$ cat config.mk
export PLATFORM = sky130hd
export DESIGN_NAME = ex_forwarding_unit
export DESIGN_NICKNAME = d
export VERILOG_FILES = /design/src/rtl/ex_forwarding_unit.sv
export SDC_FILE = /design/constraint.sdc
export NUM_CORES = 1
export LEC_CHECK = 0
export CORE_MARGIN = 2
export CORE_UTILIZATION = 47
export CTS_CLUSTER_DIAMETER = 30
export DETAILED_ROUTE_END_ITERATION = 12
export DONT_BUFFER_PORTS = 1
export HOLD_SLACK_MARGIN = 0.12
export PLACE_DENSITY = 0.65
export SYNTH_ARGS = -nofsm -noshare
export SYNTH_HDL_FRONTEND = slang
export SYNTH_SLANG_ARGS = --single-unit
$ cat constraint.sdc
create_clock -name clk -period 2.1 [get_ports clk]
set_input_delay 0.42 -clock clk [delete_from_list [all_inputs] [get_ports clk]]
set_output_delay 0.42 -clock clk [all_outputs]
set_load 0.01 [all_outputs]
$ cat src/rtl/ex_forwarding_unit.sv
`default_nettype none
// ============================================================================
// Module      : ex_forwarding_unit
// Description : EX-stage operand forwarding selects for an RV32I pipeline,
//               plus saturating MEM/WB forwarding event counters.
// Revision    : 1.0 - initial release
// ============================================================================
module ex_forwarding_unit #(
    parameter int CNT_W = 16
) (
    input  logic             clk,
    input  logic             reset,
    input  logic [6:0]       EX_opcode,
    input  logic             WB_cntl_RegWrite,
    input  logic             MEM_cntl_RegWrite,
    input  logic [4:0]       WB_WriteRegNum,
    input  logic [4:0]       MEM_WriteRegNum,
    input  logic [4:0]       EX_ReadRegNum1,
    input  logic [4:0]       EX_ReadRegNum2,
    output logic [1:0]       ForwardA,
    output logic [1:0]       ForwardB,
    output logic [CNT_W-1:0] FwdMemCount,
    output logic [CNT_W-1:0] FwdWbCount
);

    localparam logic [6:0] OP_RTYPE  = 7'b0110011;
    localparam logic [6:0] OP_ITYPE  = 7'b0010011;
    localparam logic [6:0] OP_LOAD   = 7'b0000011;
    localparam logic [6:0] OP_STORE  = 7'b0100011;
    localparam logic [6:0] OP_BRANCH = 7'b1100011;
    localparam logic [6:0] OP_JALR   = 7'b1100111;

    localparam logic [1:0] FWD_RF  = 2'b00;
    localparam logic [1:0] FWD_WB  = 2'b01;
    localparam logic [1:0] FWD_MEM = 2'b10;

    localparam logic [CNT_W-1:0] CNT_MAX = '1;

    logic             use_rs1;
    logic             use_rs2;
    logic             mem_valid;
    logic             wb_valid;
    logic             mem_hit_d;
    logic             wb_hit_d;
    logic [CNT_W-1:0] mem_cnt_d;
    logic [CNT_W-1:0] wb_cnt_d;
    logic [CNT_W-1:0] mem_cnt_q;
    logic [CNT_W-1:0] wb_cnt_q;

    always_comb begin
        use_rs1 = 1'b0;
        use_rs2 = 1'b0;
        case (EX_opcode)
            OP_RTYPE, OP_STORE, OP_BRANCH: begin
                use_rs1 = 1'b1;
                use_rs2 = 1'b1;
            end
            OP_ITYPE, OP_LOAD, OP_JALR: begin
                use_rs1 = 1'b1;
            end
            default: begin
                use_rs1 = 1'b0;
                use_rs2 = 1'b0;
            end
        endcase
    end

    // x0 is hardwired to zero, so a pending write to it never produces a value.
    assign mem_valid = MEM_cntl_RegWrite && (MEM_WriteRegNum != 5'd0);
    assign wb_valid  = WB_cntl_RegWrite  && (WB_WriteRegNum  != 5'd0);

    always_comb begin
        ForwardA = FWD_RF;
        if (use_rs1) begin
            if (mem_valid && (MEM_WriteRegNum == EX_ReadRegNum1)) begin
                ForwardA = FWD_MEM;
            end else if (wb_valid && (WB_WriteRegNum == EX_ReadRegNum1)) begin
                ForwardA = FWD_WB;
            end
        end
    end

    always_comb begin
        ForwardB = FWD_RF;
        if (use_rs2) begin
            if (mem_valid && (MEM_WriteRegNum == EX_ReadRegNum2)) begin
                ForwardB = FWD_MEM;
            end else if (wb_valid && (WB_WriteRegNum == EX_ReadRegNum2)) begin
                ForwardB = FWD_WB;
            end
        end
    end

    assign mem_hit_d = (ForwardA == FWD_MEM) || (ForwardB == FWD_MEM);
    assign wb_hit_d  = (ForwardA == FWD_WB)  || (ForwardB == FWD_WB);

    always_comb begin
        mem_cnt_d = mem_cnt_q;
        wb_cnt_d  = wb_cnt_q;
        if (mem_hit_d && (mem_cnt_q != CNT_MAX)) begin
            mem_cnt_d = mem_cnt_q + 1'b1;
        end
        if (wb_hit_d && (wb_cnt_q != CNT_MAX)) begin
            wb_cnt_d = wb_cnt_q + 1'b1;
        end
    end

    always_ff @(posedge clk or posedge reset) begin
        if (reset) begin
            mem_cnt_q <= '0;
            wb_cnt_q  <= '0;
        end else begin
            mem_cnt_q <= mem_cnt_d;
            wb_cnt_q  <= wb_cnt_d;
        end
    end

    assign FwdMemCount = mem_cnt_q;
    assign FwdWbCount  = wb_cnt_q;

endmodule
`default_nettype wire

==> Word level (Yosys, flattened, before mapping) <==
Cells that the tools add are included.
{ "op_classes": {"addsub": 2, "n_eq_ne": 16, "muxes": 8, "reduce_logical": 14} }
{ "op_table": {"columns": ["operator", "count"], "rows": [
  ["$add A16 B1 Y16 const B", 2],
  ["$ne A16 B16 Y1 const B", 2],
  ["$eq A5 B5 Y1", 4],
  ["$eq A7 B6 Y1 const B", 2],
  ["$eq A7 B7 Y1 const B", 2],
  ["$reduce_bool A5 Y1", 2],
  ["$logic_and A1 B1 Y1", 8],
  ["$mux W2", 4],
  ["$eq A7 B2 Y1 const B", 1],
  ["$eq A7 B5 Y1 const B", 1],
  ["$reduce_or A6 Y1", 1],
  ["$eq A2 B1 Y1 const B", 2],
  ["$eq A2 B2 Y1 const B", 2],
  ["$mux W1", 4],
  ["$reduce_or A3 Y1", 1],
  ["$logic_or A1 B1 Y1", 2]
]} }
{ "word_totals": {"reg_bits": 32, "inputBits": 31, "out_inout_bits": 36, "word_cells": 42} }

==> Depth between registers and ports, before layout <==
{ "logic_depth": {"word_depth": 9, "depth_mapped": 7, "depth_no_buf": 7} }

==> Least setup slack after synthesis <==
Ideal clock, no wire load.
{ "synth_path": {"path_type": "input-to-reg", "start": "in MEM_WriteRegNum[1]", "end": "reg mem_cnt_q[1], in the netlist FwdMemCount[1]", "setup_time_ps": 125, "arrival_ps": 2152, "required_ps": 1975, "slack_ps": -177, "stages": 6, "path_buffers": 1, "cell_sequence": "or4_1 > o21ai_2 > nor4_1 > o32ai_1 > buf_2 > mux2_2"} }
{ "synth_between": {"elab_chain_cells": 8, "elab_cells_between_ends": 14, "cone_classes": "eq/ne (4); mux (4); reduce/logical (6)"} }
{ "synth_rtl": {"columns": ["item", "line", "text"], "rows": [
  ["start, declared", "17", "input logic [4:0] MEM_WriteRegNum,"],
  ["$reduce_bool A5 Y1", "69", "assign mem_valid = MEM_cntl_RegWrite && (MEM_WriteRegNum != 5'd0);"],
  ["$logic_and A1 B1 Y1", "69", null],
  ["$logic_and A1 B1 Y1 *", "75", "if (mem_valid && (MEM_WriteRegNum == EX_ReadRegNum1)) begin"],
  ["$mux W2 *", "75", null],
  ["$mux W2 *", "74", "if (use_rs1) begin"],
  ["net ForwardA[1]", "20", "output logic [1:0] ForwardA,"],
  ["$eq A2 B2 Y1 *", "94", "assign mem_hit_d = (ForwardA == FWD_MEM) || (ForwardB == FWD_MEM);"],
  ["$logic_or A1 B1 Y1 *", "94", null],
  ["$logic_and A1 B1 Y1 *", "100", "if (mem_hit_d && (mem_cnt_q != CNT_MAX)) begin"],
  ["end signal, assigned", "113", "mem_cnt_q <= mem_cnt_d;"],
  ["end, declared", "47", "logic [CNT_W-1:0] mem_cnt_q;"]
]} }
The timed path passes the listed nets; every way through them passes the cells marked *.
A chain may end at the register's enable or synchronous reset.

==> Worst setup path in the final report <==
{ "layout_path": {"start": "in WB_WriteRegNum[4]", "end": "out ForwardB[0]"} }
{ "layout_between": {"elab_chain_cells": 6, "elab_cells_between_ends": 7, "cone_classes": "eq/ne (1); mux (3); reduce/logical (3)"} }
{ "layout_rtl": {"columns": ["item", "line", "text"], "rows": [
  ["start, declared", "16", "input logic [4:0] WB_WriteRegNum,"],
  ["$reduce_bool A5 Y1", "70", "assign wb_valid = WB_cntl_RegWrite && (WB_WriteRegNum != 5'd0);"],
  ["$logic_and A1 B1 Y1", "70", null],
  ["$logic_and A1 B1 Y1 *", "88", "end else if (wb_valid && (WB_WriteRegNum == EX_ReadRegNum2)) begin"],
  ["$mux W1 *", "88", null],
  ["$mux W2 *", "86", "if (mem_valid && (MEM_WriteRegNum == EX_ReadRegNum2)) begin"],
  ["$mux W2 *", "85", "if (use_rs2) begin"],
  ["end, declared", "21", "output logic [1:0] ForwardB,"]
]} }
Every way passes the cells marked *; elsewhere a longest branch is shown, timed or not.

==> flow_summary_export.csv <==
group,metric,value,unit
outcome,run_status,"finished, violations left",
outcome,violations,"negative setup slack",
critical_path,startpoint_type,"input port",
power_and_ir_drop,p_leak,1.11,nW
drt,drt-pass1-iter-count,4,
sta,max_freq,473,MHz
sta,whs,0.561,ns
drt,vias_per_cell,5.69,
sta,final_max_slew_violation_count,0,
critical_path,endpoint_kind,"output port",
logic_synthesis,yosysSeqAreaShare,42.2,%
critical_path,setup.worst_path.class,"in2out",
hold_path,min-delay-path-class,"reg2reg",
grt,first_global_vias,1674,
drt,drt_drc_violations_left,0,
sta,final_hold_violations,0,
clock_tree,tritoncts_num_sinks,32,
grt,globalRoute.totalOverflow,0,
grt,grt_pass1_wl,7540,um
critical_path,critical_path_peak_fanout,3,
grt,global_route.usage.total,22.1,%
floorplan,design.core.area,0.00394,sq mm
logic_synthesis,yosysWarnings,0,
floorplan,rows,23,
power_and_ir_drop,pwr-share-comb,6.3,%
clock_tree,ctsRootBufferMaster,"clkbuf_8",
floorplan,top_level_ports,67,
floorplan,die_h,67.6,um
power_and_ir_drop,reg_power_share,46.0,%
sta,final-setup-viol-count,1,
clock_tree,cts-htree-levels,2,
layout,layout_cells_sized_above_1,27.7,%
clock_tree,cts_max_path_buffers,2,
critical_path,worst-path-buf-inv,1,
placed_design,gp_routability_congestion,0.839,
drt,routed_wire_length,4550,um
power_and_ir_drop,power-per-cell-area,551,mW/mm^2
layout,n_antenna_cell,0,
clock_tree,tritoncts.num_buffers,5,
placed_design,dp.final_hpwl,3580,um
logic_synthesis,synth.distinct_cells,31,
floorplan,dieArea,0.00457,sq mm
logic_synthesis,synth_area,0.00190,sq mm
clock_tree,cts_tree,"yes",
sta,clock_skew,0.00671,ns
sta,finalWorstSetupSlack,-0.0121,ns
layout,flow.area_growth_from_synthesis,29.8,%
critical_path,critPathArrivalTime,1.69,ns
drt,routed-via-count,1599,
grt,grt_antenna_before_repair,0,
placed_design,dp_cells,272,
sta,timing.final.crit_period,2.11,ns
floorplan,dieWidth,67.6,um
power_and_ir_drop,netSwitchingPower,0.278,mW
critical_path,timing.critical_path.required,1.68,ns
drt,drt_iter0_markers,70,
grt,pin_count_of_the_biggest_net_entering_global_routing,33,
critical_path,path_cells,"xor2_1 -> or3_1 -> or4_1 -> nor3_1 -> buf_4",
sta,final.period_utilization,101,%
power_and_ir_drop,power.switching_fraction,20.4,%
drt,final_antenna_net_count,0,
logic_synthesis,ys_ff_latch,32,
logic_synthesis,syn_nets,226,
power_and_ir_drop,power.clock.fraction,47.7,%
sta,unrepaired_setup_endpoints_after_global_routing,"true",
layout,layoutNonFillerInstCount,281,
layout,fillerInstances,309,
critical_path,slowest_stage,"or4_1",
clock_tree,clk_pin_slew_worst_paths,0.07,ns
logic_synthesis,netlist_instances,193,
run,drv_cap,0,
critical_path,critPathMaxStageDelay,0.41,ns
sta,timing_worst_slew_pin_value,0.406,ns
power_and_ir_drop,internal_power,1.08,mW
sta,slew_headroom,72.9,%
placed_design,port_buffers,0,
floorplan,starting_density,48.2,%
drt,post_drt_wl_per_cell,16.2,um
layout,nNetsFinal,263,
logic_synthesis,synth_area_per_cell,9.84,sq um
power_and_ir_drop,max-vdd-ir-drop,227,uV
clock_tree,clock_latency,0.29,ns
critical_path,cpLargestDelayFamily,"simple AND/OR/NAND/NOR gates",
final timing paths:
kind / to / depth (start not counted) / slack, ns / start
worst min register to register: FwdWbCount[4] / 1 / 0.56 / FwdWbCount[4]
worst max-delay path: ForwardB[0] / 5 / -0.01 / WB_WriteRegNum[4]
worst max register to register: FwdMemCount[1] / 6 / 0.27 / FwdMemCount[0]
worst min-delay path: FwdWbCount[4] / 1 / 0.56 / FwdWbCount[4]
max in group asynchronous: FwdWbCount[4] / 3 / 1.15 / reset
min in group asynchronous: FwdMemCount[6] / 3 / 0.66 / reset
repair_timing:
item | CTS | global route
hold endpoints to repair | 6 | 0
gates resized for setup | 0 | 0
endpoints found under the setup margin | 1 | 2
hold buffers | 1 | 0
pin swaps | 2 | 2
setup buffers | 1 | 0
cell type report:
type                       count  area (sq um)  area share (%)
clock buffer                   7          96.3            3.91
clock inverter                 1          30.0            1.22
inverter                       3          11.3           0.457
multi-input combinational    156          1220            49.5
sequential                    32           801            32.5
tap                           50          62.6            2.54
timing repair buffer          32           243            9.85
layer usage:
metal	share of wire, %	global-route usage (%)	up-vias
met4	1.8	8.16	0
li1	-	-	764
met2	51	37.6	64
met5	0	0	-
met1	40	26.2	762
met3	7.4	6.50	9
cell usage after synthesis, drive strengths merged:
library cell	count	share of area (%)
and3	1	0.33
and3b	2	0.92
and4	2	0.92
and4bb	1	0.66
buf	2	0.86
dfrtp	32	42
ha	2	1.3
inv	3	0.59
mux2	3	1.8
nand2	16	3.2
nand3	17	4.5
nand4	4	1.3
nand4b	1	0.46
nor2	15	3.0
nor3	13	3.7
nor3b	1	0.40
nor4	13	4.3
o211ai	1	0.40
o21ai	3	0.99
o221a	1	0.59
o32a	1	1.2
o32ai	1	0.46
or2	2	0.66
or3	2	0.66
or4	4	1.6
or4bb	1	0.59
xnor2	15	6.9
xor2	34	16
sequential cells by signal (all words and copies together) (netlist names):
signal and cells:
FwdMemCount 16, FwdWbCount 16
through the flow:
step	total power [mW]	utilization, %	TNS (ns)	worst slack, ns	area, sq um
after floorplan	0.703	-	-0.399	-0.0715	2060
after global placement	0.717	59.1	-1.12	-0.118	2330
after detailed placement	0.722	59.1	-1.77	-0.164	2330
after CTS	1.36	62.5	0	0.00406	2460
after global routing	1.40	62.5	-0.0622	-0.0622	2460
final	1.36	62.5	-0.0121	-0.0121	2460
power by group through the flow:
stage          clock (mW)  combinational (mW)  sequential, mW
6_report            0.648              0.0859           0.625
5_1_grt             0.682              0.0958           0.625
4_1_cts             0.651              0.0874           0.625
3_5_place_dp            0              0.0858           0.637
3_3_place_gp            0              0.0809           0.636
2_1_floorplan           0              0.0652           0.638
cell families after synthesis:
kind of cell / synth area share [%]
xor+xnor: 22.6
flops: 42.2
fa+ha+maj: 1.32
mux: 1.78
buf+inv: 1.45
compound gates: 3.62
simple gates: 27.1
cells in the final DEF, fill, tap and decap left out, types with 4 or more instances in the layout:
master	synthesis	layout
xnor2_1	15	15
nand4_1	4	4
clkbuf_8	0	7
nor4_1	13	4
buf_4	0	31
dfrtp_1	32	32
nor3_1	12	10
nor2_1	15	14
nor4_4	0	6
xor2_1	34	34
nand2_1	16	16
nand3_1	17	17
No activity file was read; power rests on OpenSTA's default activity.
